**config.mk**
```make
export PLATFORM = sky130hd
export DESIGN_NAME = ets_anomaly_logger_flat
export DESIGN_NICKNAME = d
export VERILOG_FILES = /design/src/rtl/ets_anomaly_logger_pkg.sv /design/src/rtl/ets_anomaly_logger_if.sv /design/src/rtl/ets_log_fifo.sv /design/src/rtl/ets_anomaly_logger.sv /design/src/flat_wrapper.sv
export SDC_FILE = /design/constraint.sdc
export NUM_CORES = 1
export LEC_CHECK = 0
export BUFFER_PORTS_ARGS = -buffer_cell sky130_fd_sc_hd__buf_2
export CORE_MARGIN = 2
export CORE_UTILIZATION = 50
export DETAILED_ROUTE_END_ITERATION = 6
export PLACE_DENSITY = 0.69
export SYNTH_ARGS = -nofsm -noshare
export SYNTH_HDL_FRONTEND = slang
export SYNTH_HIERARCHICAL = 1
export SYNTH_SLANG_ARGS = --single-unit
```
**constraint.sdc**
```tcl
create_clock -name clk -period 15.25 [get_ports clk]
set_input_delay 1.525 -clock clk [delete_from_list [all_inputs] [get_ports clk]]
set_output_delay 1.525 -clock clk [all_outputs]
set_load 0.01 [all_outputs]
```
**src/rtl/ets_anomaly_logger_pkg.sv**
```systemverilog
// Shared widths, saturation limits and the packed log entry for the ETS anomaly logger.
// ETS_LOG_TIMESTAMP_EN adds a cycle timestamp field to each entry.
package ets_pkg;
  localparam int ETS_DELTA_W = 32;
  localparam int ETS_PC_W    = 32;
  localparam int ETS_TS_W    = 32;
  localparam int ETS_DROP_W  = 16;
  localparam int ETS_TOTAL_W = 32;

  localparam logic [ETS_DROP_W-1:0]  ETS_DROP_MAX  = '1;
  localparam logic [ETS_TOTAL_W-1:0] ETS_TOTAL_MAX = '1;

  typedef struct packed {
    logic [ETS_PC_W-1:0]           pc;
    logic signed [ETS_DELTA_W-1:0] delta;
    logic                          slow;
    logic                          fast;
`ifdef ETS_LOG_TIMESTAMP_EN
    logic [ETS_TS_W-1:0]           ts;
`endif
  } ets_log_entry_t;
endpackage

```
**src/rtl/ets_anomaly_logger_if.sv**
```systemverilog
// Event, control, read-port and status bundle of the ETS anomaly logger.
interface ets_anomaly_logger_if import ets_pkg::*; #(parameter int DEPTH = 8) ();
  localparam int CW = $clog2(DEPTH) + 1;

  logic                   log_enable, anomaly_detected, too_slow, too_fast;
  logic [ETS_DELTA_W-1:0] timing_delta;
  logic [ETS_PC_W-1:0]    event_pc;
  logic                   flush, clear_stats, irq_enable, rd_ready;
  logic                   rd_valid, rd_slow, rd_fast, overflow, irq;
  logic [ETS_PC_W-1:0]    rd_pc;
  logic [ETS_DELTA_W-1:0] rd_delta;
  logic [ETS_TS_W-1:0]    rd_timestamp;
  logic [CW-1:0]          fifo_count;
  logic [ETS_DROP_W-1:0]  dropped_count;
  logic [ETS_TOTAL_W-1:0] total_count;

  modport slave (
    input  log_enable, anomaly_detected, too_slow, too_fast, timing_delta, event_pc,
           flush, clear_stats, irq_enable, rd_ready,
    output rd_valid, rd_pc, rd_delta, rd_slow, rd_fast, rd_timestamp,
           fifo_count, dropped_count, total_count, overflow, irq
  );
  modport master (
    output log_enable, anomaly_detected, too_slow, too_fast, timing_delta, event_pc,
           flush, clear_stats, irq_enable, rd_ready,
    input  rd_valid, rd_pc, rd_delta, rd_slow, rd_fast, rd_timestamp,
           fifo_count, dropped_count, total_count, overflow, irq
  );
endinterface

```
**src/rtl/ets_log_fifo.sv**
```systemverilog
// First-word-fall-through FIFO with flush; also exposes next-cycle occupancy.
module ets_log_fifo #(
  parameter int  DEPTH = 8,
  parameter type T     = logic [7:0],
  localparam int AW    = $clog2(DEPTH),
  localparam int CW    = AW + 1
) (
  input  logic          clk,
  input  logic          rst_n,
  input  logic          push_i,
  input  logic          pop_i,
  input  logic          flush_i,
  input  T              wdata_i,
  output T              rdata_o,
  output logic          full_o,
  output logic          empty_o,
  output logic [CW-1:0] count_o,
  output logic [CW-1:0] count_nxt_o
);
  T                mem_q [DEPTH];
  logic [AW-1:0]   wr_ptr_q, wr_ptr_d, rd_ptr_q, rd_ptr_d;
  logic [CW-1:0]   count_q, count_d;
  logic            do_push, do_pop;

  assign empty_o = (count_q == '0);
  assign full_o  = (count_q == CW'(DEPTH));
  assign do_pop  = pop_i && !empty_o;
  // a full FIFO still accepts a write when the head leaves in the same cycle
  assign do_push = push_i && (!full_o || do_pop);

  always_comb begin
    wr_ptr_d = wr_ptr_q;
    rd_ptr_d = rd_ptr_q;
    count_d  = count_q;
    if (flush_i) begin
      wr_ptr_d = '0;
      rd_ptr_d = '0;
      count_d  = '0;
    end else begin
      if (do_push) wr_ptr_d = wr_ptr_q + AW'(1);
      if (do_pop)  rd_ptr_d = rd_ptr_q + AW'(1);
      count_d = count_q + CW'(do_push) - CW'(do_pop);
    end
  end

  always_ff @(posedge clk or negedge rst_n) begin
    if (!rst_n) begin
      wr_ptr_q <= '0;
      rd_ptr_q <= '0;
      count_q  <= '0;
    end else begin
      wr_ptr_q <= wr_ptr_d;
      rd_ptr_q <= rd_ptr_d;
      count_q  <= count_d;
    end
  end

  always_ff @(posedge clk) begin
    if (do_push && !flush_i) mem_q[wr_ptr_q] <= wdata_i;
  end

  assign rdata_o     = mem_q[rd_ptr_q];
  assign count_o     = count_q;
  assign count_nxt_o = count_d;
endmodule

```
**src/rtl/ets_anomaly_logger.sv**
```systemverilog
// ETS anomaly logger: captures qualified timing anomalies into a FIFO, keeps saturating
// stats and a level irq. ETS_LOG_TIMESTAMP_EN stamps each entry with a free-running cycle count.
module ets_anomaly_logger import ets_pkg::*; #(
  parameter int DEPTH         = 8,
  parameter int IRQ_THRESHOLD = 1
) (
  input logic                 clk,
  input logic                 rst_n,
  ets_anomaly_logger_if.slave bus
);
  localparam int CW = $clog2(DEPTH) + 1;

  ets_log_entry_t         wr_entry, rd_entry;
  logic                   qual, pop, push, drop, full, empty;
  logic [CW-1:0]          count, count_nxt;
  logic [ETS_TOTAL_W-1:0] total_q, total_d;
  logic [ETS_DROP_W-1:0]  dropped_q, dropped_d;
  logic                   overflow_q, overflow_d, irq_q, irq_d;

  assign qual = bus.anomaly_detected && bus.log_enable;
  assign pop  = !empty && bus.rd_ready;
  // flush wins: a same-cycle event is neither stored nor counted as a drop
  assign push = qual && !bus.flush && (!full || pop);
  assign drop = qual && !bus.flush && full && !pop;

  assign wr_entry.pc    = bus.event_pc;
  assign wr_entry.delta = bus.timing_delta;
  assign wr_entry.slow  = bus.too_slow;
  assign wr_entry.fast  = bus.too_fast;

`ifdef ETS_LOG_TIMESTAMP_EN
  logic [ETS_TS_W-1:0] ts_q;
  always_ff @(posedge clk or negedge rst_n) begin
    if (!rst_n) ts_q <= '0;
    else        ts_q <= ts_q + ETS_TS_W'(1);
  end
  assign wr_entry.ts      = ts_q;
  assign bus.rd_timestamp = empty ? '0 : rd_entry.ts;
`else
  assign bus.rd_timestamp = '0;
`endif

  ets_log_fifo #(.DEPTH(DEPTH), .T(ets_log_entry_t)) u_fifo (
    .clk        (clk),
    .rst_n      (rst_n),
    .push_i     (push),
    .pop_i      (pop),
    .flush_i    (bus.flush),
    .wdata_i    (wr_entry),
    .rdata_o    (rd_entry),
    .full_o     (full),
    .empty_o    (empty),
    .count_o    (count),
    .count_nxt_o(count_nxt)
  );

  // clear first, then apply this cycle's event so a coincident event/drop survives the clear
  always_comb begin
    total_d    = total_q;
    dropped_d  = dropped_q;
    overflow_d = overflow_q;
    if (bus.clear_stats) begin
      total_d    = '0;
      dropped_d  = '0;
      overflow_d = 1'b0;
    end
    if (qual && total_d != ETS_TOTAL_MAX) total_d = total_d + ETS_TOTAL_W'(1);
    if (drop) begin
      if (dropped_d != ETS_DROP_MAX) dropped_d = dropped_d + ETS_DROP_W'(1);
      overflow_d = 1'b1;
    end
    irq_d = bus.irq_enable && ((count_nxt >= CW'(IRQ_THRESHOLD)) || overflow_d);
  end

  always_ff @(posedge clk or negedge rst_n) begin
    if (!rst_n) begin
      total_q    <= '0;
      dropped_q  <= '0;
      overflow_q <= 1'b0;
      irq_q      <= 1'b0;
    end else begin
      total_q    <= total_d;
      dropped_q  <= dropped_d;
      overflow_q <= overflow_d;
      irq_q      <= irq_d;
    end
  end

  assign bus.rd_valid      = !empty;
  assign bus.rd_pc         = empty ? '0 : rd_entry.pc;
  assign bus.rd_delta      = empty ? '0 : rd_entry.delta;
  assign bus.rd_slow       = !empty && rd_entry.slow;
  assign bus.rd_fast       = !empty && rd_entry.fast;
  assign bus.fifo_count    = count;
  assign bus.dropped_count = dropped_q;
  assign bus.total_count   = total_q;
  assign bus.overflow      = overflow_q;
  assign bus.irq           = irq_q;
endmodule

```
**src/flat_wrapper.sv**
```systemverilog
// flat-port wrapper written by rule: the top's interface ports become plain ports
module ets_anomaly_logger_flat import ets_pkg::*;
#(
  parameter int DEPTH         = 8,
  parameter int IRQ_THRESHOLD = 1
)
  (clk, rst_n, bus_log_enable, bus_anomaly_detected, bus_too_slow, bus_too_fast, bus_timing_delta, bus_event_pc, bus_flush, bus_clear_stats, bus_irq_enable, bus_rd_ready, bus_rd_valid, bus_rd_pc, bus_rd_delta, bus_rd_slow, bus_rd_fast, bus_rd_timestamp, bus_fifo_count, bus_dropped_count, bus_total_count, bus_overflow, bus_irq);
  ets_anomaly_logger_if #(.DEPTH(DEPTH)) bus_i ();
  input logic clk;
  input logic rst_n;
  input wire logic [$bits(bus_i.log_enable)-1:0] bus_log_enable;
  input wire logic [$bits(bus_i.anomaly_detected)-1:0] bus_anomaly_detected;
  input wire logic [$bits(bus_i.too_slow)-1:0] bus_too_slow;
  input wire logic [$bits(bus_i.too_fast)-1:0] bus_too_fast;
  input wire logic [$bits(bus_i.timing_delta)-1:0] bus_timing_delta;
  input wire logic [$bits(bus_i.event_pc)-1:0] bus_event_pc;
  input wire logic [$bits(bus_i.flush)-1:0] bus_flush;
  input wire logic [$bits(bus_i.clear_stats)-1:0] bus_clear_stats;
  input wire logic [$bits(bus_i.irq_enable)-1:0] bus_irq_enable;
  input wire logic [$bits(bus_i.rd_ready)-1:0] bus_rd_ready;
  output wire logic [$bits(bus_i.rd_valid)-1:0] bus_rd_valid;
  output wire logic [$bits(bus_i.rd_pc)-1:0] bus_rd_pc;
  output wire logic [$bits(bus_i.rd_delta)-1:0] bus_rd_delta;
  output wire logic [$bits(bus_i.rd_slow)-1:0] bus_rd_slow;
  output wire logic [$bits(bus_i.rd_fast)-1:0] bus_rd_fast;
  output wire logic [$bits(bus_i.rd_timestamp)-1:0] bus_rd_timestamp;
  output wire logic [$bits(bus_i.fifo_count)-1:0] bus_fifo_count;
  output wire logic [$bits(bus_i.dropped_count)-1:0] bus_dropped_count;
  output wire logic [$bits(bus_i.total_count)-1:0] bus_total_count;
  output wire logic [$bits(bus_i.overflow)-1:0] bus_overflow;
  output wire logic [$bits(bus_i.irq)-1:0] bus_irq;
  assign bus_i.log_enable = bus_log_enable;
  assign bus_i.anomaly_detected = bus_anomaly_detected;
  assign bus_i.too_slow = bus_too_slow;
  assign bus_i.too_fast = bus_too_fast;
  assign bus_i.timing_delta = bus_timing_delta;
  assign bus_i.event_pc = bus_event_pc;
  assign bus_i.flush = bus_flush;
  assign bus_i.clear_stats = bus_clear_stats;
  assign bus_i.irq_enable = bus_irq_enable;
  assign bus_i.rd_ready = bus_rd_ready;
  assign bus_rd_valid = bus_i.rd_valid;
  assign bus_rd_pc = bus_i.rd_pc;
  assign bus_rd_delta = bus_i.rd_delta;
  assign bus_rd_slow = bus_i.rd_slow;
  assign bus_rd_fast = bus_i.rd_fast;
  assign bus_rd_timestamp = bus_i.rd_timestamp;
  assign bus_fifo_count = bus_i.fifo_count;
  assign bus_dropped_count = bus_i.dropped_count;
  assign bus_total_count = bus_i.total_count;
  assign bus_overflow = bus_i.overflow;
  assign bus_irq = bus_i.irq;
  ets_anomaly_logger #(.DEPTH(DEPTH), .IRQ_THRESHOLD(IRQ_THRESHOLD)) u_core (.clk(clk), .rst_n(rst_n), .bus(bus_i));
endmodule
```
==> flow_summary.yaml <==
sta:
  setup_viol: 0
  drv_slew: 0
  fmax_mhz: 162
  relSlewSlack: 0.209
  fin_skew_ps: 33.1
  period_share: 0.404
  tightest_slew_ps: 1180
  grt_setup_unrepaired: "false"
  fin_crit_ps: 6160
  timing.final.hold_violations: 0
  totalNegativeSetupSlack_ps: 0
synthesis:
  yosys_warnings: 6
  yosys_most_used_dff: "edfxtp_1"
  synth_seq_cells: 588
  synth_edf_count: 528
  synth_top_area_share: 0.661
  yosys.area.top_type: "edfxtp_1"
  seq_area_frac_synth: 0.724
  yosysMostFrequentCell: "edfxtp_1"
  synth_common_cells: "edfxtp_1 (528), mux4_2 (132), nor2b_1 (80)"
  yosysUniqueCellTypes: 60
  syn_area_um2: 24000
  synth.top_cells.by_area: "edfxtp_1 (66%), mux4_2 (12%), dfrtp_1 (6.3%)"
  async_reset_ff_frac: 0.102
  syn_inst: 1253
  syn-mean-instance-area_um2: 19.1
floorplan:
  core_area_um2: 47500
  die_h_um: 223
  rows: 80
  dieArea_um2: 49700
  die_w_um: 223
  pin_count: 227
  start_util: 0.504
worst_setup_path:
  ff2ff_setup_slack_ps: 10840
  cp_max_fo: 49
  required_ps: 13730
  cp.arrival_ps: 4640
  crit_type: "reg -> out"
  startpoint_type: "flop"
  end_kind: "output pin"
pwr:
  comb_power_share: 0.172
  p_leak_nw: 9.21
  vdd_ir_drop_max_v: 0.000122
  power_mw: 3.87
  p_clk_frac: 0.359
  powerDensity_nw_per_um2: 141
  power_switching_mw: 1.01
  seq_power_share: 0.469
  intPower_mw: 2.86
  switching_share: 0.260
drt:
  wl_met2_um: 23600
  viasPerCell: 5.71
  met3_length_um: 2670
  wire_per_inst_um: 22.5
  vias: 12200
  topRoutingLayerUsed: "met5"
  totalWireLength_um: 48000
  drt-met1-wl_um: 20900
  dr.pass1.iters: 5
  ant_nets: 0
  drt_iter0_drc: 1109
  remaining_drc_errors: 0
status:
  outcome: "finished, final reports clean"
clock_tree:
  post_cts_buffers: 0
  cts_hold_buf: 0
  cts_sinks: 588
  clk_path_buf_depth: 3
  cts.clk_slew.worst_paths_ps: 60
  clk_latency_ps: 620
  cts_buffers: 58
  cts_root_buffer: "clkbuf_16"
  cts_resized: 0
  htreeDepth: 2
  cts_tree: "built"
global_routing:
  grtUsageTotal: 0.195
  gr-total-overflow: 0
  grt_pass1_vias: 12400
  antenna_found_initial: 8
  grt_pass1_wl_um: 73400
  grt_max_degree: 72
run:
  cap_violations: 0
placed_design:
  dp.cells: 2023
  port_buffers: 194
  place_area_um2: 25500
  gp_congestion: 0.784
  dp.final_hpwl_um: 26200
hold_path:
  hold_path.class: "reg -> reg"
final_layout:
  drive_gt1_frac: 0.341
  nets: 1551
  stdcell_count: 2135
  final_area_um2: 27400
  syn_to_final_growth_pct: 14.3
  num-fill-cells: 3540
## power groups by stage
| stage | registers [mW] | clock network (mW) | logic (mW) |
|---|---|---|---|
| floorplan | 1.82 | 0 | 0.430 |
| global placement | 1.85 | 0 | 0.671 |
| detailed placement | 1.85 | 0 | 0.677 |
| CTS | 1.81 | 1.42 | 0.680 |
| global route | 1.82 | 1.48 | 0.724 |
| finish | 1.81 | 1.39 | 0.666 |
## per-layer routing
metal,track usage,vias up
met2,0.320,311
met1,0.270,6379
met5,0,-
met4,0.0485,10
met3,0.0403,71
li1,-,5414
## worst max-delay path: stages (launching register included)
cell     delay [ps]
dfrtp_4        1020
buf_4           890
buf_4           820
mux4_2          610
mux2_2          290
nor2b_1         140
buf_2           180
## logic make-up after synthesis
| logic type | share of synthesized area |
|---|---|
| other | 0.000156 |
| adder cells (fa/ha/maj) | 0.00501 |
| XOR/XNOR | 0.00694 |
| buffers and inverters | 0.0252 |
| AO/OA/AOI/OAI | 0.0189 |
| flip-flops | 0.724 |
| multiplexers | 0.158 |
| AND/OR/NAND/NOR | 0.0624 |
## layout by cell type, fill, tap and decap left out, types with 22 or more instances in the layout
cell         n
edfxtp_1   528
buf_2      194
mux4_2     132
nor2b_1     80
mux2_2      70
clkbuf_16   58
dfrtp_1     57
nand2_1     33
conb_1      32
nor2_1      26
clkinv_1    25
nand3_1     22
a21oi_1     22
## path summary, 6_finish.rpt
check / cells after the start / endpoint / startpoint
worst max-delay path: 6 / bus_rd_delta[16] / u_core/u_fifo/rd_ptr_q[1]
worst min-delay path: 1 / u_core/bus.dropped_count[15] / u_core/bus.dropped_count[15]
worst max register to register: 11 / u_core/u_fifo/mem_q[4][56] / u_core/u_fifo/count_o[2]
worst min register to register: 1 / u_core/bus.dropped_count[15] / u_core/bus.dropped_count[15]
max in group asynchronous: 2 / u_core/u_fifo/rd_ptr_q[2] / rst_n
min in group asynchronous: 2 / u_core/bus.total_count[16] / rst_n
## registers in the layout, indices dropped and copies added, names as in the netlist
| register | cells |
|---|---|
| u_core/u_fifo/mem_q | 528 |
| u_core/bus.total_count | 32 |
| u_core/bus.dropped_count | 16 |
| u_core/u_fifo/count_o | 4 |
| u_core/u_fifo/rd_ptr_q | 3 |
| u_core/u_fifo/wr_ptr_q | 3 |
| u_core/bus.irq | 1 |
| u_core/bus.overflow | 1 |
## through the flow
stage	hold slack, ps	setup slack (ps)	util
after floorplan	507	7380	-
after global placement	469	9570	0.537
after detailed placement	483	9540	0.537
after CTS	491	8870	0.576
after global routing	509	8620	0.576
final	500	9090	0.576
## layout make-up
class                      count  area (um^2)  share of cell area
inverter                      17         63.8             0.00233
clock buffer                  60         1460              0.0532
timing repair buffer         214         1120              0.0409
clock inverter                49          425              0.0155
multi-input combinational    589         6190               0.226
antenna                        3         7.51            0.000274
tap                          615          769              0.0281
sequential                   588        17400               0.634
No activity file was read; power rests on OpenSTA's default activity.
